## src/rtl/fetch_unit.sv

```systemverilog
// fetch_unit: instruction fetch stage. Holds the PC, reads instruction memory
// over a req/ack handshake and presents each word with its PC through a
// one-entry valid/ready buffer. Taken branches/jumps restart fetch at a new PC.
//
// Optional feature macro: FETCH_FLUSH_CNT_EN
//   defined   -> adds output flush_count, a saturating count of redirect cycles
//   undefined -> port and counter absent
//
// state  | meaning
// -------+-----------------------------------------------
// S_IDLE | no request outstanding, buffer empty
// S_REQ  | imem_req high, waiting for imem_ack
// S_HOLD | buffer full, waiting for inst_ready
//
// A handed-off word passes through S_IDLE for one cycle before the next
// request, giving one instruction every three cycles with zero-wait memory.
// A redirect that arrives while a request is held cannot move imem_addr, so
// the target is parked in r_pend_pc and the in-flight data is dropped on ack.
module fetch_unit #(
    parameter int                ADDR_W   = 16,
    parameter logic [ADDR_W-1:0] RESET_PC = '0
) (
    input  logic              clk,
    input  logic              rst_n,
    output logic              imem_req,
    output logic [ADDR_W-1:0] imem_addr,
    input  logic              imem_ack,
    input  logic [31:0]       imem_rdata,
    output logic [31:0]       inst,
    output logic [ADDR_W-1:0] inst_pc,
    output logic              inst_valid,
    input  logic              inst_ready,
    input  logic              redirect,
    input  logic [ADDR_W-1:0] redirect_pc
`ifdef FETCH_FLUSH_CNT_EN
    ,
    output logic [15:0]       flush_count
`endif
);

    typedef enum logic [1:0] {
        S_IDLE = 2'd0,
        S_REQ  = 2'd1,
        S_HOLD = 2'd2
    } state_t;

    state_t            r_state,     w_state_nxt;
    logic [ADDR_W-1:0] r_pc,        w_pc_nxt;
    logic [ADDR_W-1:0] r_pend_pc,   w_pend_pc_nxt;
    logic              r_discard,   w_discard_nxt;
    logic [31:0]       r_inst,      w_inst_nxt;
    logic [ADDR_W-1:0] r_inst_pc,   w_inst_pc_nxt;
    logic              r_inst_valid, w_inst_valid_nxt;

    // State and datapath registers; reset abandons any outstanding request.
    always_ff @(posedge clk or negedge rst_n) begin
        if (!rst_n) begin
            r_state      <= S_IDLE;
            r_pc         <= RESET_PC;
            r_pend_pc    <= '0;
            r_discard    <= 1'b0;
            r_inst       <= '0;
            r_inst_pc    <= '0;
            r_inst_valid <= 1'b0;
        end else begin
            r_state      <= w_state_nxt;
            r_pc         <= w_pc_nxt;
            r_pend_pc    <= w_pend_pc_nxt;
            r_discard    <= w_discard_nxt;
            r_inst       <= w_inst_nxt;
            r_inst_pc    <= w_inst_pc_nxt;
            r_inst_valid <= w_inst_valid_nxt;
        end
    end

    // Next-state and datapath decisions; redirect outranks every other event.
    always_comb begin
        w_state_nxt      = r_state;
        w_pc_nxt         = r_pc;
        w_pend_pc_nxt    = r_pend_pc;
        w_discard_nxt    = r_discard;
        w_inst_nxt       = r_inst;
        w_inst_pc_nxt    = r_inst_pc;
        w_inst_valid_nxt = r_inst_valid;
        case (r_state)
            S_IDLE: begin
                if (redirect) begin
                    w_pc_nxt         = redirect_pc;
                    w_inst_valid_nxt = 1'b0;
                end
                w_state_nxt = S_REQ;
            end
            S_REQ: begin
                if (redirect) begin
                    if (imem_ack) begin
                        w_pc_nxt      = redirect_pc;
                        w_discard_nxt = 1'b0;
                    end else begin
                        w_pend_pc_nxt = redirect_pc;
                        w_discard_nxt = 1'b1;
                    end
                end else if (imem_ack) begin
                    if (r_discard) begin
                        w_pc_nxt      = r_pend_pc;
                        w_discard_nxt = 1'b0;
                    end else begin
                        w_inst_nxt       = imem_rdata;
                        w_inst_pc_nxt    = r_pc;
                        w_inst_valid_nxt = 1'b1;
                        w_pc_nxt         = r_pc + ADDR_W'(1);
                        w_state_nxt      = S_HOLD;
                    end
                end
            end
            S_HOLD: begin
                if (redirect) begin
                    w_pc_nxt         = redirect_pc;
                    w_inst_valid_nxt = 1'b0;
                    w_state_nxt      = S_REQ;
                end else if (inst_ready) begin
                    w_inst_valid_nxt = 1'b0;
                    w_state_nxt      = S_IDLE;
                end
            end
            default: begin
                w_state_nxt = S_IDLE;
            end
        endcase
    end

    assign imem_req   = (r_state == S_REQ);
    assign imem_addr  = r_pc;
    assign inst       = r_inst;
    assign inst_pc    = r_inst_pc;
    assign inst_valid = r_inst_valid;

`ifdef FETCH_FLUSH_CNT_EN
    logic [15:0] r_flush_count;

    // Count cycles with redirect asserted, sticking at all-ones.
    always_ff @(posedge clk or negedge rst_n) begin
        if (!rst_n) begin
            r_flush_count <= '0;
        end else if (redirect && (r_flush_count != 16'hFFFF)) begin
            r_flush_count <= r_flush_count + 16'd1;
        end
    end

    assign flush_count = r_flush_count;
`endif

endmodule

```

## config.mk

```make
export PLATFORM = sky130hd
export DESIGN_NAME = fetch_unit
export DESIGN_NICKNAME = d
export VERILOG_FILES = /design/src/rtl/fetch_unit.sv
export SDC_FILE = /design/constraint.sdc
export NUM_CORES = 1
export LEC_CHECK = 0
export BUFFER_PORTS_ARGS = -buffer_cell sky130_fd_sc_hd__buf_2
export CORE_ASPECT_RATIO = 0.5
export CORE_MARGIN = 1.5
export CORE_UTILIZATION = 39
export DETAILED_ROUTE_END_ITERATION = 16
export GPL_TIMING_DRIVEN = 0
export SYNTH_ARGS = -nofsm -noshare
export SYNTH_HDL_FRONTEND = slang
export SYNTH_SLANG_ARGS = --single-unit
```

## constraint.sdc

```tcl
create_clock -name clk -period 5.1 [get_ports clk]
set_input_delay 0.51 -clock clk [delete_from_list [all_inputs] [get_ports clk]]
set_output_delay 0.51 -clock clk [all_outputs]
set_load 0.05 [all_outputs]
```

==> results of run 1 <==
[worst paths after layout]
path,slack [ns],endpoint,startpoint,depth (start not counted)
worst min register to register,0.50,inst_pc[2],inst_pc[2],1
min in group clk,0.40,inst[10],imem_rdata[10],2
worst max register to register,3.09,inst_pc[6],r_state[1],5
max in group asynchronous,4.40,imem_addr[10],rst_n,2
worst max-delay path,3.09,inst_pc[6],r_state[1],5
worst min-delay path,0.08,inst[16],rst_n,1
[where the power goes]
group / total (uW) / internal (uW) / switching (uW)
registers: 1210 / 987 / 227
clock network: 741 / 476 / 265
logic: 2020 / 605 / 1410
total: 3970 / 2070 / 1900
[cell families (layout without fill, tap and decap cells)]
logic type | after synthesis | after routing | share of synthesized area (%)
compound gates | 54 | 54 | 9.532
mux | 68 | 68 | 19.64
buf+inv | 26 | 160 | 3.651
simple gates | 81 | 81 | 11.44
flops | 84 | 84 | 54.28
fa+ha+maj | 1 | 1 | 0.3231
xor+xnor | 5 | 5 | 1.131
[Yosys cell counts (5+ instances only)]
cell type	number	share of area [%]
nor3_1	10	1.3
nand2_1	20	1.9
nand2b_1	5	0.81
clkbuf_1	5	0.48
o21ai_0	12	1.6
inv_1	5	0.48
nand3_1	10	1.3
xnor2_1	5	1.1
nor2_1	11	1.1
a21oi_1	10	1.3
nor4_1	5	0.81
mux2_2	64	19
dfrtp_1	84	54
buf_2	9	1.2
[critical path, stage by stage, from the launching register on]
cell and delay [ns]:
dfrtp_1 0.41, and3b_1 0.24, buf_6 0.12, nor3b_2 0.40, buf_2 0.35, mux2_2 0.37
[state kept, by name (all words and copies together), names as in the netlist]
name        cells
inst           32
imem_addr      16
inst_pc        16
r_pend_pc      16
r_state         2
inst_valid      1
r_discard       1
[per-layer routing]
metal  track usage, %  vias to the layer above  share of wire, %
met3            4.824                        8               5.0
met4            6.236                        0              0.98
met2            29.98                       80                46
met5                0                        -                 0
li1                 -                     1428                 -
met1            25.35                     1432                48
[stage by stage]
stage	std cells	hold slack, ns	power, uW	utilization (%)
5_1_grt	588	0.09859	4204	52.42
3_5_place_dp	573	0.4585	3251	48.87
4_1_cts	588	0.07953	4007	52.42
2_1_floorplan	319	0.2144	2752	-
6_report	588	0.07851	3971	52.42
3_3_place_gp	572	0.4827	3221	48.55
[area by class of cell]
type / instances / area [um^2] / share of cell area (%)
buffer: 21 / 122.6 / 2.452
clock buffer: 9 / 225.2 / 4.503
sequential: 84 / 2102 / 42.03
clock inverter: 6 / 113.9 / 2.277
inverter: 5 / 18.77 / 0.3753
timing repair buffer: 119 / 620.6 / 12.41
tap: 135 / 168.9 / 3.378
multi-input combinational: 209 / 1629 / 32.57
==> flow_summary.yaml, run 1 <==
cts:
  cts_tree: "yes"
  cts_root_buf: "clkbuf_16"
  cts_hold_buffers: 0
  clockBufferDepth: 2
  cts_resized: 0
  cts_setup_buffers: 0
  htree_levels: 3
  cts.sink_count: 84
  clk_latency_ns: 0.34
  cts_buffers: 9
  clk_pin_slew_ns: 0.06
grt:
  overflow: 0
  track_usage_pct: 18.85
  grt_pass1_wl_um: 15000
  grt_pass1_vias: 2957
  antenna_found_initial: 0
  grt_max_degree: 60
synth:
  ys_warn_count: 0
  synth-seq-cells: 84
  netlist_instances: 319
  yosysUniqueCellTypes: 50
  synth_area_per_cell_um2: 12.14
  ys_seq_area_share_pct: 54.28
  synthesis.area_mm2: 0.003872
  ys.flop_type: "dfrtp_1"
  syn_nets: 373
  ys_async_sr_fraction_pct: 100.0
  synth-edff-count: 0
power_and_ir_drop:
  p_leak_uw: 0.002290
  p_per_area_mw_per_mm2: 794.0
  ir_drop_uv: 428.2
run_status:
  status: "finished, final reports clean"
floorplanning:
  rows: 25
  die_h_um: 73.46
  boundaryPins: 119
  dieArea_mm2: 0.01057
  core_mm2: 0.009540
  initial_core_util_pct: 40.59
  chipWidth_um: 143.9
finish:
  drive_gt1_share_pct: 48.79
  final_cell_mix: "buf_2, dfrtp_1, mux2_2"
  area_delta_synth_final_pct: 29.14
  layout_commonest_cell: "buf_2"
  design_area_mm2: 0.005001
  fillers: 858
  diodes: 0
  final_nets: 503
placement:
  dp_hpwl_um: 6434
  gp_congestion: 0.8006
  io_buffers: 118
  placed_area_mm2: 0.004662
  dp_slack_ns: 2.875
worst_setup_path:
  path_class: "flip-flop to flip-flop"
  arrival_ns: 2.23
  path_max_fanout: 10
  cp.required_ns: 5.32
  endpoint_kind: "flip-flop"
  cp-start-kind: "flip-flop"
timing:
  drv_slew: 0
  fmax_mhz: 497.2
  finalClockSkew_ns: 0.005474
  tightest_slew_ns: 0.6264
  rsz0062_at_grt: "false"
  hold_viol_final: 0
  period_minus_slack_ns: 2.011
  period_share_pct: 39.44
  final.setup.tns_ns: 0
  relSlewSlack_pct: 58.24
  fin_ws_ns: 3.089
  setup_viol: 0
route:
  ant_nets: 0
  first_pass_iters: 4
  wl_per_cell_um: 15.33
  drt_wl_total_um: 9015
  drtIter0Drc: 150
  remaining_drc_errors: 0
  vias: 2948
  vias_per_cell: 5.014
worst_hold_path:
  min_path_type: "input port to async pin"
job:
  max-cap-violations: 0
(Power assumes the default switching activity.)
==> inputs of run 2 (changes only) <==
Clock period 5.1 ns to 2 ns, I/O delays scaled along.
==> run 2 against run 1 <==
  * Largest power group unchanged
  * Final area grew 0.63%
  * Clock skew hardly changed
  * Utilization rose by 0.33 points
  * Clock power rose to 2.6 times the previous value
  * Combinational power grew to 2.5 times the previous value
  * Via count grew 0.81%
  * Hold slack better by 0.0065 ns
  * Maximum frequency rose by 7.4%
  * Count of clock-buffer cells in the layout stayed put
==> flow_summary.yaml, run 2 (synthesized netlist as in run 1, its figures left out) <==
worst_setup_path:
  r2r_setup_slack_ns: 0.13
  cp-start-kind: "flip-flop"
  r2r_end: "imem_addr[15]"
  path_max_fanout: 7
  path_class: "flip-flop to flip-flop"
  cp.required_ns: 2.24
  critPathSlowestCell: "or3_4"
  endpoint_kind: "flip-flop"
  arrival_ns: 2.11
  path_cells: "clkbuf_2, nand3_1, or3_4, o211a_1, a211oi_1"
  regToRegStartpoint: "imem_addr[2]"
  worstRegToRegCells: 5
  crit_path_max_incr_delay_ns: 0.46
grt:
  track_usage_pct: 18.91
  grt_pass1_wl_um: 15060
  overflow: 0
  grt_pass1_vias: 2953
  grt_max_degree: 60
  antenna_found_initial: 0
timing:
  rsz0062_at_grt: "false"
  tightest_slew_ns: 0.5116
  period_share_pct: 93.65
  finalClockSkew_ns: 0.005702
  fmax_mhz: 533.9
  period_minus_slack_ns: 1.873
  hold_viol_final: 0
  relSlewSlack_pct: 65.89
  drv_slew: 0
  setup_viol: 0
  fin_ws_ns: 0.1269
floorplanning:
  initial_core_util_pct: 40.59
  chipWidth_um: 143.9
  die_h_um: 73.46
  dieArea_mm2: 0.01057
  boundaryPins: 119
  rows: 25
  core_mm2: 0.009540
job:
  max-cap-violations: 0
finish:
  finalNonFillerCells: 589
  largest_reg_flops: 32
  layout_commonest_cell: "buf_2"
  area_delta_synth_final_pct: 29.95
  final-seq-area_mm2: 0.002102
  diodes: 0
  drive_gt1_share_pct: 49.12
  multi_input_area_mm2: 0.001640
  fillers: 861
  final_cell_mix: "buf_2, dfrtp_1, mux2_2"
  final_nets: 504
  final_core_util_pct: 52.75
route:
  drtIter0Drc: 143
  remaining_drc_errors: 0
  drt_wl_total_um: 9081
  ant_nets: 0
  vias: 2972
  wl_per_cell_um: 15.42
  vias_per_cell: 5.046
  first_pass_iters: 4
placement:
  place_inst: 573
  dp_hpwl_um: 6434
  io_buffers: 118
  gp_congestion: 0.8006
  dp_slack_ns: -0.06654
worst_hold_path:
  min_path_type: "input port to flip-flop"
  holdCritStartpoint: "imem_rdata[10]"
  worstHoldPathCells: 2
  hold-path-endpoint: "inst[10]"
power_and_ir_drop:
  p_leak_uw: 0.002304
  p_per_area_mw_per_mm2: 2015
  ir_drop_uv: 1092
cts:
  clk_latency_ns: 0.34
  cts_root_buf: "clkbuf_16"
  cts_tree: "yes"
  clockBufferDepth: 2
  cts_buffers: 9
  cts.sink_count: 84
  clk_pin_slew_ns: 0.06
  htree_levels: 3
run_status:
  status: "finished, final reports clean"
## run 2: cell count changes in the layout (fill, tap and decap cells not counted), sizes merged
cell         delta
buf             -2
clkbuf          +2
dlygate4sd3     +1
## run 2: layer usage
layer	vias to the layer above	routed length [um]	GRT usage (%)
met5	-	0	0
met4	0	118	6.236
met3	13	418	4.824
met2	80	4151	29.88
met1	1447	4393	25.60
li1	1432	-	-
## run 2: worst max path at each step
stage,startpoint,endpoint,cells past startpoint
3_3_place_gp,r_state[1],inst_pc[10],5
5_1_grt,imem_addr[2],imem_addr[13],5
2_1_floorplan,r_state[1],r_pend_pc[10],5
6_report,imem_addr[2],imem_addr[15],5
3_5_place_dp,r_state[1],inst_pc[6],5
4_1_cts,r_state[1],inst_pc[6],5
## run 2: area by class of cell
| cell class | instances | share of cell area (%) |
|---|---|---|
| Sequential cell | 84 | 41.77 |
| Multi-Input combinational cell | 209 | 32.60 |
| Clock inverter | 6 | 2.263 |
| Clock buffer | 9 | 4.475 |
| Inverter | 5 | 0.3729 |
| Buffer | 20 | 2.486 |
| Tap cell | 135 | 3.357 |
| Timing Repair Buffer | 121 | 12.68 |
## run 2: through the flow
step,hold slack (ns),total power [uW],setup TNS [ns],area (um^2)
after floorplan,-0.09559,7016,0,3872
after global placement,0.4315,8214,-2.012,4632
after detailed placement,0.1485,8290,-1.724,4662
after CTS,0.07315,10230,0,5017
after global routing,0.07761,10740,0,5032
final,0.08503,10140,0,5032
## run 2: where the power goes
group | internal [uW] | switching, uW | leakage [uW] | total, uW
registers | 2520 | 584 | 0.00100 | 3100
clock network | 1210 | 675 | 0.000158 | 1890
logic | 1560 | 3600 | 0.00114 | 5150
total | 5290 | 4850 | 0.00230 | 10100
## run 2: critical path, delay by kind of cell (launching register included)
kind / cells / cell delay (ns)
and+or+nand+nor: 2 / 0.74
buffers and inverters: 1 / 0.21
AOI/OAI and AO/OA: 2 / 0.45
DFF: 1 / 0.37
## run 2: timing repair
item / CTS / global route
endpoints found under the hold margin: 25 / 0
resized for setup: 1 / 4
cloned: 0 / 0
hold buffers: 1 / 0
setup endpoints to repair: 48 / 61
buffers inserted: 0 / 1
==> inputs of run 3 (changes only) <==
Settings changed: CORE_UTILIZATION 39 to 25.
==> run 3 against run 2 <==
  * Wire length is 11% higher
  * Worst setup slack worse by 0.041 ns
  * Critical endpoint is now inst[31]
  * Largest cell class unchanged
  * First-iteration DRC count is 15% higher
  * Non-clock buffer count is 1 lower
  * Sequential power hardly changed
  * Largest power group unchanged
  * Die area is 54% higher
  * Register-to-register slack worse by 0.04 ns
  * Utilization is 18 points lower
  * Clock skew is 0.0025 ns higher
  * Critical path type unchanged
==> flow_summary.yaml, run 3 (synthesized netlist as in run 1, its figures left out) <==
timing:
  period_minus_slack_ns: 1.914
  setup_viol: 0
  finalClockSkew_ns: 0.008196
  fin_ws_ns: 0.08631
  fmax_mhz: 522.6
  rsz0062_at_grt: "false"
  relSlewSlack_pct: 59.80
  drv_slew: 0
  period_share_pct: 95.68
  tightest_slew_ns: 0.6030
  hold_viol_final: 0
floorplanning:
  die_h_um: 91.01
  initial_core_util_pct: 26.20
  rows: 31
  core_mm2: 0.01478
  boundaryPins: 119
  chipWidth_um: 179.0
  dieArea_mm2: 0.01629
finish:
  fillers: 1489
  diodes: 0
  layout_commonest_cell: "buf_2"
  area_delta_synth_final_pct: 31.53
  largest_reg_flops: 32
  drive_gt1_share_pct: 49.23
  finalNonFillerCells: 651
  final_core_util_pct: 34.47
  final_cell_mix: "buf_2, dfrtp_1, mux2_2"
  final_nets: 503
route:
  vias_per_cell: 4.644
  ant_nets: 0
  vias: 3023
  drtIter0Drc: 164
  drt_wl_total_um: 10040
  wl_per_cell_um: 15.42
  remaining_drc_errors: 0
  first_pass_iters: 4
worst_setup_path:
  arrival_ns: 2.13
  path_max_fanout: 10
  cp.required_ns: 2.22
  path_class: "flip-flop to flip-flop"
  endpoint_kind: "flip-flop"
  cp-start-kind: "flip-flop"
grt:
  overflow: 0
  grt_pass1_vias: 3048
  track_usage_pct: 12.71
  grt_max_degree: 70
  antenna_found_initial: 0
  grt_pass1_wl_um: 16100
job:
  max-cap-violations: 0
power_and_ir_drop:
  ir_drop_uv: 600.6
  p_leak_uw: 0.002296
  p_per_area_mw_per_mm2: 1987
placement:
  place_inst: 636
  gp_congestion: 0.8403
  dp_slack_ns: -0.03275
  io_buffers: 118
  dp_hpwl_um: 7215
cts:
  clk_latency_ns: 0.34
  clockBufferDepth: 2
  cts_root_buf: "clkbuf_16"
  cts_buffers: 9
  cts_tree: "yes"
  htree_levels: 3
  cts_setup_buffers: 0
  cts.sink_count: 84
  clk_pin_slew_ns: 0.07
run_status:
  status: "finished, final reports clean"
worst_hold_path:
  min_path_type: "input port to flip-flop"
run 3: cell types whose count changed in the layout (fill, tap and decap cells not counted), sizes merged:
cell	change
buf	-2
bufinv	-1
clkinvlp	-1
inv	+1
clkbuf	+2
run 3: path summary, 6_finish.rpt:
check	cells past startpoint	startpoint	slack, ns	to
hold / removal	2	imem_rdata[0]	0.09	inst[0]
min in group asynchronous	2	rst_n	0.30	inst[28]
setup reg to reg	5	r_state[1]	0.09	inst[31]
setup / recovery	5	r_state[1]	0.09	inst[31]
max in group asynchronous	3	rst_n	1.09	r_pend_pc[13]
hold reg to reg	1	inst[10]	0.50	inst[10]
run 3: layout make-up:
class | count | area (um^2) | area share (%)
Buffer | 20 | 132.6 | 2.604
Clock inverter | 5 | 85.08 | 1.670
Tap cell | 198 | 247.7 | 4.864
Sequential cell | 84 | 2102 | 41.27
Inverter | 5 | 18.77 | 0.3685
Clock buffer | 10 | 239.0 | 4.692
Multi-Input combinational cell | 209 | 1638 | 32.15
Timing Repair Buffer | 120 | 630.6 | 12.38
run 3: stage by stage:
stage / TNS [ns] / area (um^2) / total power [uW] / hold WS, ns
final: 0 / 5094 / 10120 / 0.09053
after global routing: 0 / 5094 / 10680 / 0.08035
after CTS: 0 / 5086 / 10200 / 0.08279
after detailed placement: -0.5255 / 4741 / 8329 / 0.08769
after global placement: -4.733 / 4711 / 8238 / 0.4323
after floorplan: 0 / 3872 / 7016 / -0.09559
run 3: worst max-delay path, stage by stage, from the launching register on:
cell     delay, ns
dfrtp_1       0.42
and3b_1       0.24
buf_6         0.12
nor3b_4       0.34
buf_2         0.32
mux2_2        0.36
run 3: what timing repair did:
action                                 CTS  global route
setup endpoints to repair               26            22
gates resized for setup                  3             5
hold buffers                             1             0
endpoints found under the hold margin   15             0
run 3: where the power goes:
group	internal, uW	switching, uW	leakage (uW)
Sequential	2520	574	0.00100
Clock	1130	698	0.000155
Combinational	1560	3650	0.00114
run 3: routing by layer:
layer	vias to the layer above	wire length, um	global-route usage, %
met5	-	0	0
met4	0	159	3.889
met1	1534	4609	16.27
met2	55	4958	21.27
met3	13	313	2.889
li1	1421	-	-
